--- config.mk ---
export PLATFORM = sky130hd
export DESIGN_NAME = fifo_v4
export DESIGN_NICKNAME = d
export VERILOG_FILES = /design/src/rtl/fifo_v4.sv
export SDC_FILE = /design/constraint.sdc
export NUM_CORES = 1
export LEC_CHECK = 0
export BUFFER_PORTS_ARGS = -buffer_cell sky130_fd_sc_hd__buf_2
export CORE_MARGIN = 2
export CORE_UTILIZATION = 30
export DETAILED_ROUTE_END_ITERATION = 8
export GPL_TIMING_DRIVEN = 0
export PLACE_DENSITY = 0.48
export SLEW_MARGIN = 25
export SYNTH_ARGS = -nofsm -noshare
export SYNTH_HDL_FRONTEND = slang
export SYNTH_SLANG_ARGS = --single-unit
--- constraint.sdc ---
create_clock -name clk_i -period 5.12 [get_ports clk_i]
set_input_delay 0.256 -clock clk_i [delete_from_list [all_inputs] [get_ports clk_i]]
set_output_delay 0.256 -clock clk_i [all_outputs]
set_load 0.05 [all_outputs]
--- src/rtl/fifo_v4.sv ---
// fifo_v4 - parametrised FIFO with occupancy, runtime almost-full/almost-empty
// thresholds, sticky overflow/underflow flags and a high-water mark.
//
// Parameters:
//   FALL_THROUGH : 1 -> a push into an empty FIFO shows on data_o in the same cycle
//   DATA_WIDTH   : payload width
//   DEPTH        : number of entries (>= 2, any value, not only powers of two)
//   CNT_W        : derived occupancy width, leave at default
//
// Ports:
//   clk_i, rst_ni          : clock, asynchronous active-low reset
//   flush_i                : synchronous clear of pointers, count, flags, watermark
//   testmode_i             : forces the storage clock enable on (scan)
//   data_i, push_i         : push side
//   data_o, pop_i          : pop side, data_o is the current head
//   full_o, empty_o        : occupancy flags
//   usage_o                : registered occupancy 0..DEPTH
//   alm_full_th_i/_o       : usage_o >= threshold
//   alm_empty_th_i/_o      : usage_o <= threshold
//   err_clr_i              : clears sticky errors and reloads watermark
//   overflow_o/underflow_o : sticky request-while-full / request-while-empty
//   max_usage_o            : high-water mark since last clear
module fifo_v4 #(
  parameter bit          FALL_THROUGH = 1'b0,
  parameter int unsigned DATA_WIDTH   = 32,
  parameter int unsigned DEPTH        = 8,
  parameter int unsigned CNT_W        = $clog2(DEPTH + 1)
) (
  input  logic                  clk_i,
  input  logic                  rst_ni,
  input  logic                  flush_i,
  input  logic                  testmode_i,
  input  logic [DATA_WIDTH-1:0] data_i,
  input  logic                  push_i,
  output logic [DATA_WIDTH-1:0] data_o,
  input  logic                  pop_i,
  output logic                  full_o,
  output logic                  empty_o,
  output logic [CNT_W-1:0]      usage_o,
  input  logic [CNT_W-1:0]      alm_full_th_i,
  input  logic [CNT_W-1:0]      alm_empty_th_i,
  output logic                  alm_full_o,
  output logic                  alm_empty_o,
  input  logic                  err_clr_i,
  output logic                  overflow_o,
  output logic                  underflow_o,
  output logic [CNT_W-1:0]      max_usage_o
);

  localparam int unsigned      PTR_W     = (DEPTH > 1) ? $clog2(DEPTH) : 1;
  localparam logic [PTR_W-1:0] LAST_PTR  = PTR_W'(DEPTH - 1);
  localparam logic [CNT_W-1:0] DEPTH_CNT = CNT_W'(DEPTH);

  if (DEPTH < 2) begin : g_depth_err
    $error("fifo_v4: DEPTH must be >= 2");
  end

  logic [PTR_W-1:0]      wr_ptr_q, wr_ptr_d;
  logic [PTR_W-1:0]      rd_ptr_q, rd_ptr_d;
  logic [CNT_W-1:0]      cnt_q, cnt_d;
  logic [CNT_W-1:0]      max_q, max_d;
  logic                  ovf_q, ovf_d;
  logic                  unf_q, unf_d;
  logic [DATA_WIDTH-1:0] mem_q [DEPTH];
  logic [DATA_WIDTH-1:0] mem_d [DEPTH];

  logic ft_bypass, pass_thru;
  logic push_acc, pop_acc, wr_en, rd_en, mem_en;

  // Fall-through: an empty FIFO with a push present presents data_i directly;
  // if the word is also popped it never touches storage.
  assign ft_bypass = FALL_THROUGH && (cnt_q == '0) && push_i;
  assign pass_thru = ft_bypass && pop_i;

  assign full_o  = (cnt_q == DEPTH_CNT);
  assign empty_o = (cnt_q == '0) && !ft_bypass;
  assign data_o  = ft_bypass ? data_i : mem_q[rd_ptr_q];

  assign usage_o     = cnt_q;
  assign alm_full_o  = (cnt_q >= alm_full_th_i);
  assign alm_empty_o = (cnt_q <= alm_empty_th_i);
  assign overflow_o  = ovf_q;
  assign underflow_o = unf_q;
  assign max_usage_o = max_q;

  assign push_acc = push_i && !full_o;
  assign pop_acc  = pop_i && !empty_o;
  assign wr_en    = push_acc && !pass_thru && !flush_i;
  assign rd_en    = pop_acc && !pass_thru && !flush_i;

  // Storage clock enable: stands in for an ICG whose enable is forced in test mode.
  // mem_d defaults to mem_q, so forced clocking never corrupts contents.
  assign mem_en = wr_en || testmode_i;

  always_comb begin
    mem_d = mem_q;
    if (wr_en) begin
      mem_d[wr_ptr_q] = data_i;
    end
  end

  always_comb begin
    wr_ptr_d = wr_ptr_q;
    rd_ptr_d = rd_ptr_q;
    cnt_d    = cnt_q;
    if (flush_i) begin
      wr_ptr_d = '0;
      rd_ptr_d = '0;
      cnt_d    = '0;
    end else begin
      if (wr_en) begin
        wr_ptr_d = (wr_ptr_q == LAST_PTR) ? '0 : wr_ptr_q + PTR_W'(1);
      end
      if (rd_en) begin
        rd_ptr_d = (rd_ptr_q == LAST_PTR) ? '0 : rd_ptr_q + PTR_W'(1);
      end
      unique case ({wr_en, rd_en})
        2'b10:   cnt_d = cnt_q + CNT_W'(1);
        2'b01:   cnt_d = cnt_q - CNT_W'(1);
        default: cnt_d = cnt_q;
      endcase
    end
  end

  // Error flags: a new offending request wins over a clear in the same cycle.
  always_comb begin
    ovf_d = (push_i && full_o) || (ovf_q && !(err_clr_i || flush_i));
    unf_d = (pop_i && empty_o) || (unf_q && !(err_clr_i || flush_i));
    max_d = max_q;
    if (flush_i || err_clr_i) begin
      max_d = cnt_d;
    end else if (cnt_d > max_q) begin
      max_d = cnt_d;
    end
  end

  always_ff @(posedge clk_i or negedge rst_ni) begin
    if (!rst_ni) begin
      wr_ptr_q <= '0;
      rd_ptr_q <= '0;
      cnt_q    <= '0;
      max_q    <= '0;
      ovf_q    <= 1'b0;
      unf_q    <= 1'b0;
    end else begin
      wr_ptr_q <= wr_ptr_d;
      rd_ptr_q <= rd_ptr_d;
      cnt_q    <= cnt_d;
      max_q    <= max_d;
      ovf_q    <= ovf_d;
      unf_q    <= unf_d;
    end
  end

  always_ff @(posedge clk_i or negedge rst_ni) begin
    if (!rst_ni) begin
      for (int unsigned i = 0; i < DEPTH; i++) begin
        mem_q[i] <= '0;
      end
    end else if (mem_en) begin
      mem_q <= mem_d;
    end
  end

`ifndef SYNTHESIS
  push_full_warn : assert property (@(posedge clk_i) disable iff (!rst_ni) !(push_i && full_o))
    else $warning("fifo_v4: push while full, request dropped");
  pop_empty_warn : assert property (@(posedge clk_i) disable iff (!rst_ni) !(pop_i && empty_o))
    else $warning("fifo_v4: pop while empty, request dropped");
`endif

endmodule

Word level (Yosys, flattened, before mapping). Cells that the tools add are included.

Input port bits: 47. Word-level logic and storage cells: 69. Register bits after elaboration: 272.

Equal/unequal tests: 5. Magnitude comparators: 6. Muxes and demuxes: 16. Reduce and logical (&&, ||, !) cells: 22. Add/sub/neg operators: 4. Bitwise operators: 2.

Operators by type and width (count): $bwmux 256 (1); $bmux 32 s3 (1); $demux 32 s3 (1); $mux 32 (3); $mux 3 (6); $mux 4 (3); $logic_and 1x1->1 (9); $ge 4x4->1 const B (2); $not 3->4 (2); $pmux 4 s2 (1); $add 3x1->3 const B (2); $eq 3x3->1 const B (2); $reduce_bool 2->1 (3); $add 4x1->4 const B (1); $eq 4x4->1 const B (1); $ge 4x4->1 (1); $gt 4x4->1 (1); $le 4x4->1 (1); $logic_not 1->1 (4); $logic_not 4->1 (1); $logic_or 1x1->1 (4); $lt 4x1->1 const B (1); $sub 4x1->4 const B (1); $eq 2x1->1 const B (1); other kinds (2) (2).

Longest topological paths before layout.
Depth after elaboration: 10. Mapped depth: 17.

Worst setup path after synthesis. No wires, ideal clock.

Path kind: reg-to-reg. Start point: reg cnt_q[1] (netlist: usage_o[1]). End point: reg max_q[0] (netlist: max_usage_o[0]). Setup time: 0.125 ns. Buffers on the path: 1. Clock period less this slack: 5.420 ns. Setup slack: -0.300 ns. Cell stages (with the launch flop): 18. Data required time: 4.995 ns. Arrival time: 5.295 ns. Path through: dfrtp_1 > buf_6 > nor4_1 > nand2b_1 > nor2_1 > ha_1 > xor2_1 > ha_1 > a21oi_1 > xor2_1 > or3_1 > a21oi_1 > ha_1 > o21ai_0 > a21oi_1 > o21ai_0 > and2_0 > mux2_2.

Cells in the longest elaborated chain, start to end: 9. Elaborated cells on any way between the ends: 18. Those cells by class: 2 x add/sub; 1 x order compare; 3 x eq/ne; 4 x mux; 8 x reduce/logical.

Ends and longest elaborated chain: start: declaration (line 60) `logic [CNT_W-1:0] cnt_q, cnt_d;`; start signal: assignment (line 148) `cnt_q <= cnt_d;`; $logic_not 4->1 * (line 76) `assign empty_o = (cnt_q == '0) && !ft_bypass;`; via empty_o (line 38) `output logic empty_o,`; $logic_not 1->1 * (line 87) `assign pop_acc = pop_i && !empty_o;`; $logic_and 1x1->1 * (line 87); $logic_and 1x1->1 * (line 89) `assign rd_en = pop_acc && !pass_thru && !flush_i;`; $eq 2x1->1 / $eq 2x2->1 (equally long branches) (line 117) `unique case ({wr_en, rd_en})`; $pmux 4 s2 * (line 117); $mux 4 * (line 106) `if (flush_i) begin`; via cnt_d[2] (line 60); $gt 4x4->1 * (line 132) `end else if (cnt_d > max_q) begin`; $reduce_bool 2->1 (no line) *; end signal: assignment (line 149) `max_q <= max_d;`; end: declaration (line 61) `logic [CNT_W-1:0] max_q, max_d;`.

Mark *: on every way through the listed nets, which the timed path passes. The rest lies on a longest branch. The select of a mux whose other input is x is not followed. A chain may end at the register's enable or synchronous reset.

Worst setup path in the final report.
Start point: reg cnt_q[2] (netlist: usage_o[2]). End point: reg max_q[2] (netlist: max_usage_o[2]).

Cells in the longest elaborated chain, start to end: 9. Elaborated cells on any way between the ends: 18. Those cells by class: 2 x add/sub; 1 x order compare; 3 x eq/ne; 4 x mux; 8 x reduce/logical.

Ends and longest elaborated chain (line): $eq 4x4->1 / $logic_not 4->1 (equally long branches) (75, 76); $logic_not 1->1, on equally long branches (86, 87); $logic_and 1x1->1, on equally long branches (86, 87); $logic_and 1x1->1, on equally long branches (88, 89); $eq 2x1->1 / $eq 2x2->1 (equally long branches) (117); $pmux 4 s2 * (117); $mux 4 * (106); via cnt_d[2] (60); $gt 4x4->1 / $mux 4 (equally long branches) (132); $reduce_bool 2->1 (no line) / $mux 4 (equally long branches).

Marks and branches as above.

==> impl_metrics.yaml <==
final_layout:
  fin_area_um2: 15000
  instances_no_fill: 1470
  drive_above_1_share: 0.577
  finalNetCount: 975
  post-route-util: 0.359
  syn_to_final_growth_pct: 18.8
routing:
  ant_nets: 0
  met3_length_mm: 1.34
  routedLengthMet1_mm: 14.4
  dr_wl_met2_mm: 13.8
  avgViaCountPerCell: 4.81
  drt_iter0_drc: 259
  num_vias: 7076
  drc: 0
  topRoutingLayerUsed: "met5"
  wire_per_inst_um: 20.6
  drt_wl_total_mm: 30.2
  first_pass_iters: 4
clocking:
  root_buffer: "clkbuf_16"
  ctsHtreeMaxLevel: 2
  cts_sinks: 272
  numCtsBuffers: 35
  cts_buffer_depth: 3
  cts_tree: "yes"
  clock_latency_ps: 510
  cts.clk_slew.worst_paths_ps: 50
sta:
  hold_violations: 0
  finalSetupViolations: 0
  holdWs_ps: 27.6
  tightest_slew_ps: 964
  final_max_slew_viol_count: 0
  relSlewSlack: 0.357
  finClkSkew_ps: 14.1
  fmax_ghz: 0.239
  rsz0062_at_grt: "no"
  post-route-min-period_ps: 4190
  fin_crit_sh: 0.819
placement:
  io_buffers: 91
  place_hpwl_mm: 19.0
  dpl_cell_area_um2: 13800
  place_congestion: 0.733
  place_inst: 1408
power:
  power_w: 0.00623
  p_per_area_nw_per_um2: 416
  peakVddDrop_uv: 224
  power.switching_w: 0.00175
  seqPwrFrac: 0.416
  p_int_w: 0.00448
  sw_frac_of_total: 0.280
  p_leak_nw: 6.91
  p_comb_frac: 0.202
  clockPowerShare: 0.381
synthesis:
  synthDistinctLibCells: 40
  ys_warn_count: 0
  synth_cells: 775
  yosys-top-cells-count: "286 x mux2_2, 272 x dfrtp_1, 64 x mux4_2, 19 x ha_1, 18 x buf_4"
  async_flop_share: 1.00
  ys_seq_area_frac: 0.540
  synth.most_common_cell: "mux2_2"
  synth_edf_count: 0
  synth_flop_cell: "dfrtp_1"
  syn_area_per_cell_um2: 16.3
  synth_top_cell_by_area: "dfrtp_1"
  ys_seq_elements: 272
  synth_area_um2: 12600
  synth_top_area_frac: 0.540
  netlist_top_cells_area: "dfrtp_1 54%, mux2_2 26%, mux4_2 11%, ha_1 1.9%, buf_4 1.1%"
  synth_nets: 841
die:
  ios: 93
  die-height_um: 209
  die-area_um2: 43600
  start_util: 0.302
  die_w_um: 209
  core.rowCount: 75
  core_area_um2: 41700
setup_path:
  criticalPathCategory: "flop to flop"
  worstPathMaxFanout: 10
  rr_endpoint: "max_usage_o[2]"
  cp-endpoint: "max_usage_o[2]"
  r2r_start: "usage_o[2]"
  worstSetupEndpointType: "flop"
  start_kind: "flop"
  r2r_slack_ps: 930
  crit_arrival_ps: 4570
  worstRegToRegCells: 16
  worstPathRequired_ps: 5500
  setup.worst_path.start: "usage_o[2]"
job:
  drv_cap: 0
global_routing:
  overflow: 0
  grt_usage: 0.142
  antenna_found_initial: 2
  grt_pass1_wl_mm: 47.1
  grt_max_degree: 89
  grt_pass1_vias: 7539
outcome:
  outcome: "finished, final reports clean"
min_path:
  hold_path.class: "input pin to flop"
state kept, by name, indices dropped and copies added, names as in the netlist:
name,count
mem_q,256
max_usage_o,4
wr_ptr_q,3
usage_o,4
rd_ptr_q,3
overflow_o,1
underflow_o,1
layer usage:
metal,track usage,up-vias
met4,0.0355,4
met5,0,-
met1,0.203,3730
met3,0.0287,50
met2,0.221,119
li1,-,3173
final cells by class:
class	count	area [um2]
Fill cell	4019	26700
Inverter	12	45.0
Tap cell	539	674
Buffer	46	283
Sequential cell	272	6810
Timing Repair Buffer	97	578
Clock buffer	53	1060
Clock inverter	5	53.8
Antenna cell	1	2.50
Multi-Input combinational cell	445	5470
power groups by stage:
stage	Sequential, W	Clock (W)	Combinational [W]
after CTS	0.00259	0.00247	0.00129
after global routing	0.00263	0.00256	0.00136
after global placement	0.00263	0	0.00126
after detailed placement	0.00263	0	0.00129
final	0.00259	0.00238	0.00126
after floorplan	0.00261	0	0.000948
per-stage QoR:
stage,setup slack [ps],TNS (ps)
5_1_grt,548,0
2_1_floorplan,355,0
4_1_cts,889,0
6_report,928,0
3_3_place_gp,-1650,-435550
3_5_place_dp,908,0
timing repair:
item | 4_1_cts | 5_1_grt
resized for setup | 0 | 0
hold buffers | 3 | 0
endpoints found under the hold margin | 61 | 0
buffers inserted | 0 | 0
placed cells by master (no fill, tap or decap), drive strengths merged:
cell	count
a41o	1
nor3b	3
o21ai	5
clkbuf	63
mux2i	5
and2	2
dfrtp	272
bufinv	1
nand2	3
mux4	64
o41ai	1
a211oi	1
dlygate4sd3	3
ha	19
buf	130
nor3	2
nor2b	2
or3	2
nand3	1
clkinv	3
inv	13
or4b	1
nand3b	2
nand2b	7
o31ai	1
xor2	3
o311ai	1
mux2	292
a21oi	8
nor4b	1
nand4	1
a22o	2
nor4	1
nor2	14
diode	1
logic make-up (layout without fill, tap and decap cells):
group | after synthesis | after routing | synth area share
AO/OA/AOI/OAI | 20 | 20 | 0.00993
XOR/XNOR | 3 | 3 | 0.00209
adder cells (fa/ha/maj) | 19 | 19 | 0.0189
buffers and inverters | 58 | 213 | 0.0258
flip-flops | 272 | 272 | 0.540
multiplexers | 361 | 361 | 0.379
other | 0 | 1 | 0
AND/OR/NAND/NOR | 42 | 42 | 0.0234
how the worst min path moves through the flow:
stage,from,endpoint,cells after the start
floorplan,rst_ni,max_usage_o[0],0
global placement,mem_q[112],mem_q[112],1
detailed placement,rst_ni,mem_q[218],1
CTS,flush_i,usage_o[0],2
global route,flush_i,usage_o[0],2
finish,flush_i,usage_o[0],2
worst max-delay path, cell delays in order (launching register included):
cell and delay (ps):
dfrtp_1 520, nor4_2 400, nand2b_1 310, nor2_1 100
ha_1 280, xor2_1 170, ha_1 190, a21oi_1 140
xor2_1 90, or3_1 310, a21oi_1 260, ha_1 290
o21ai_0 160, a21oi_1 50, o21ai_0 140, and2_0 290
mux2_2 370
Note: power is estimated with default switching activity, not from simulation.
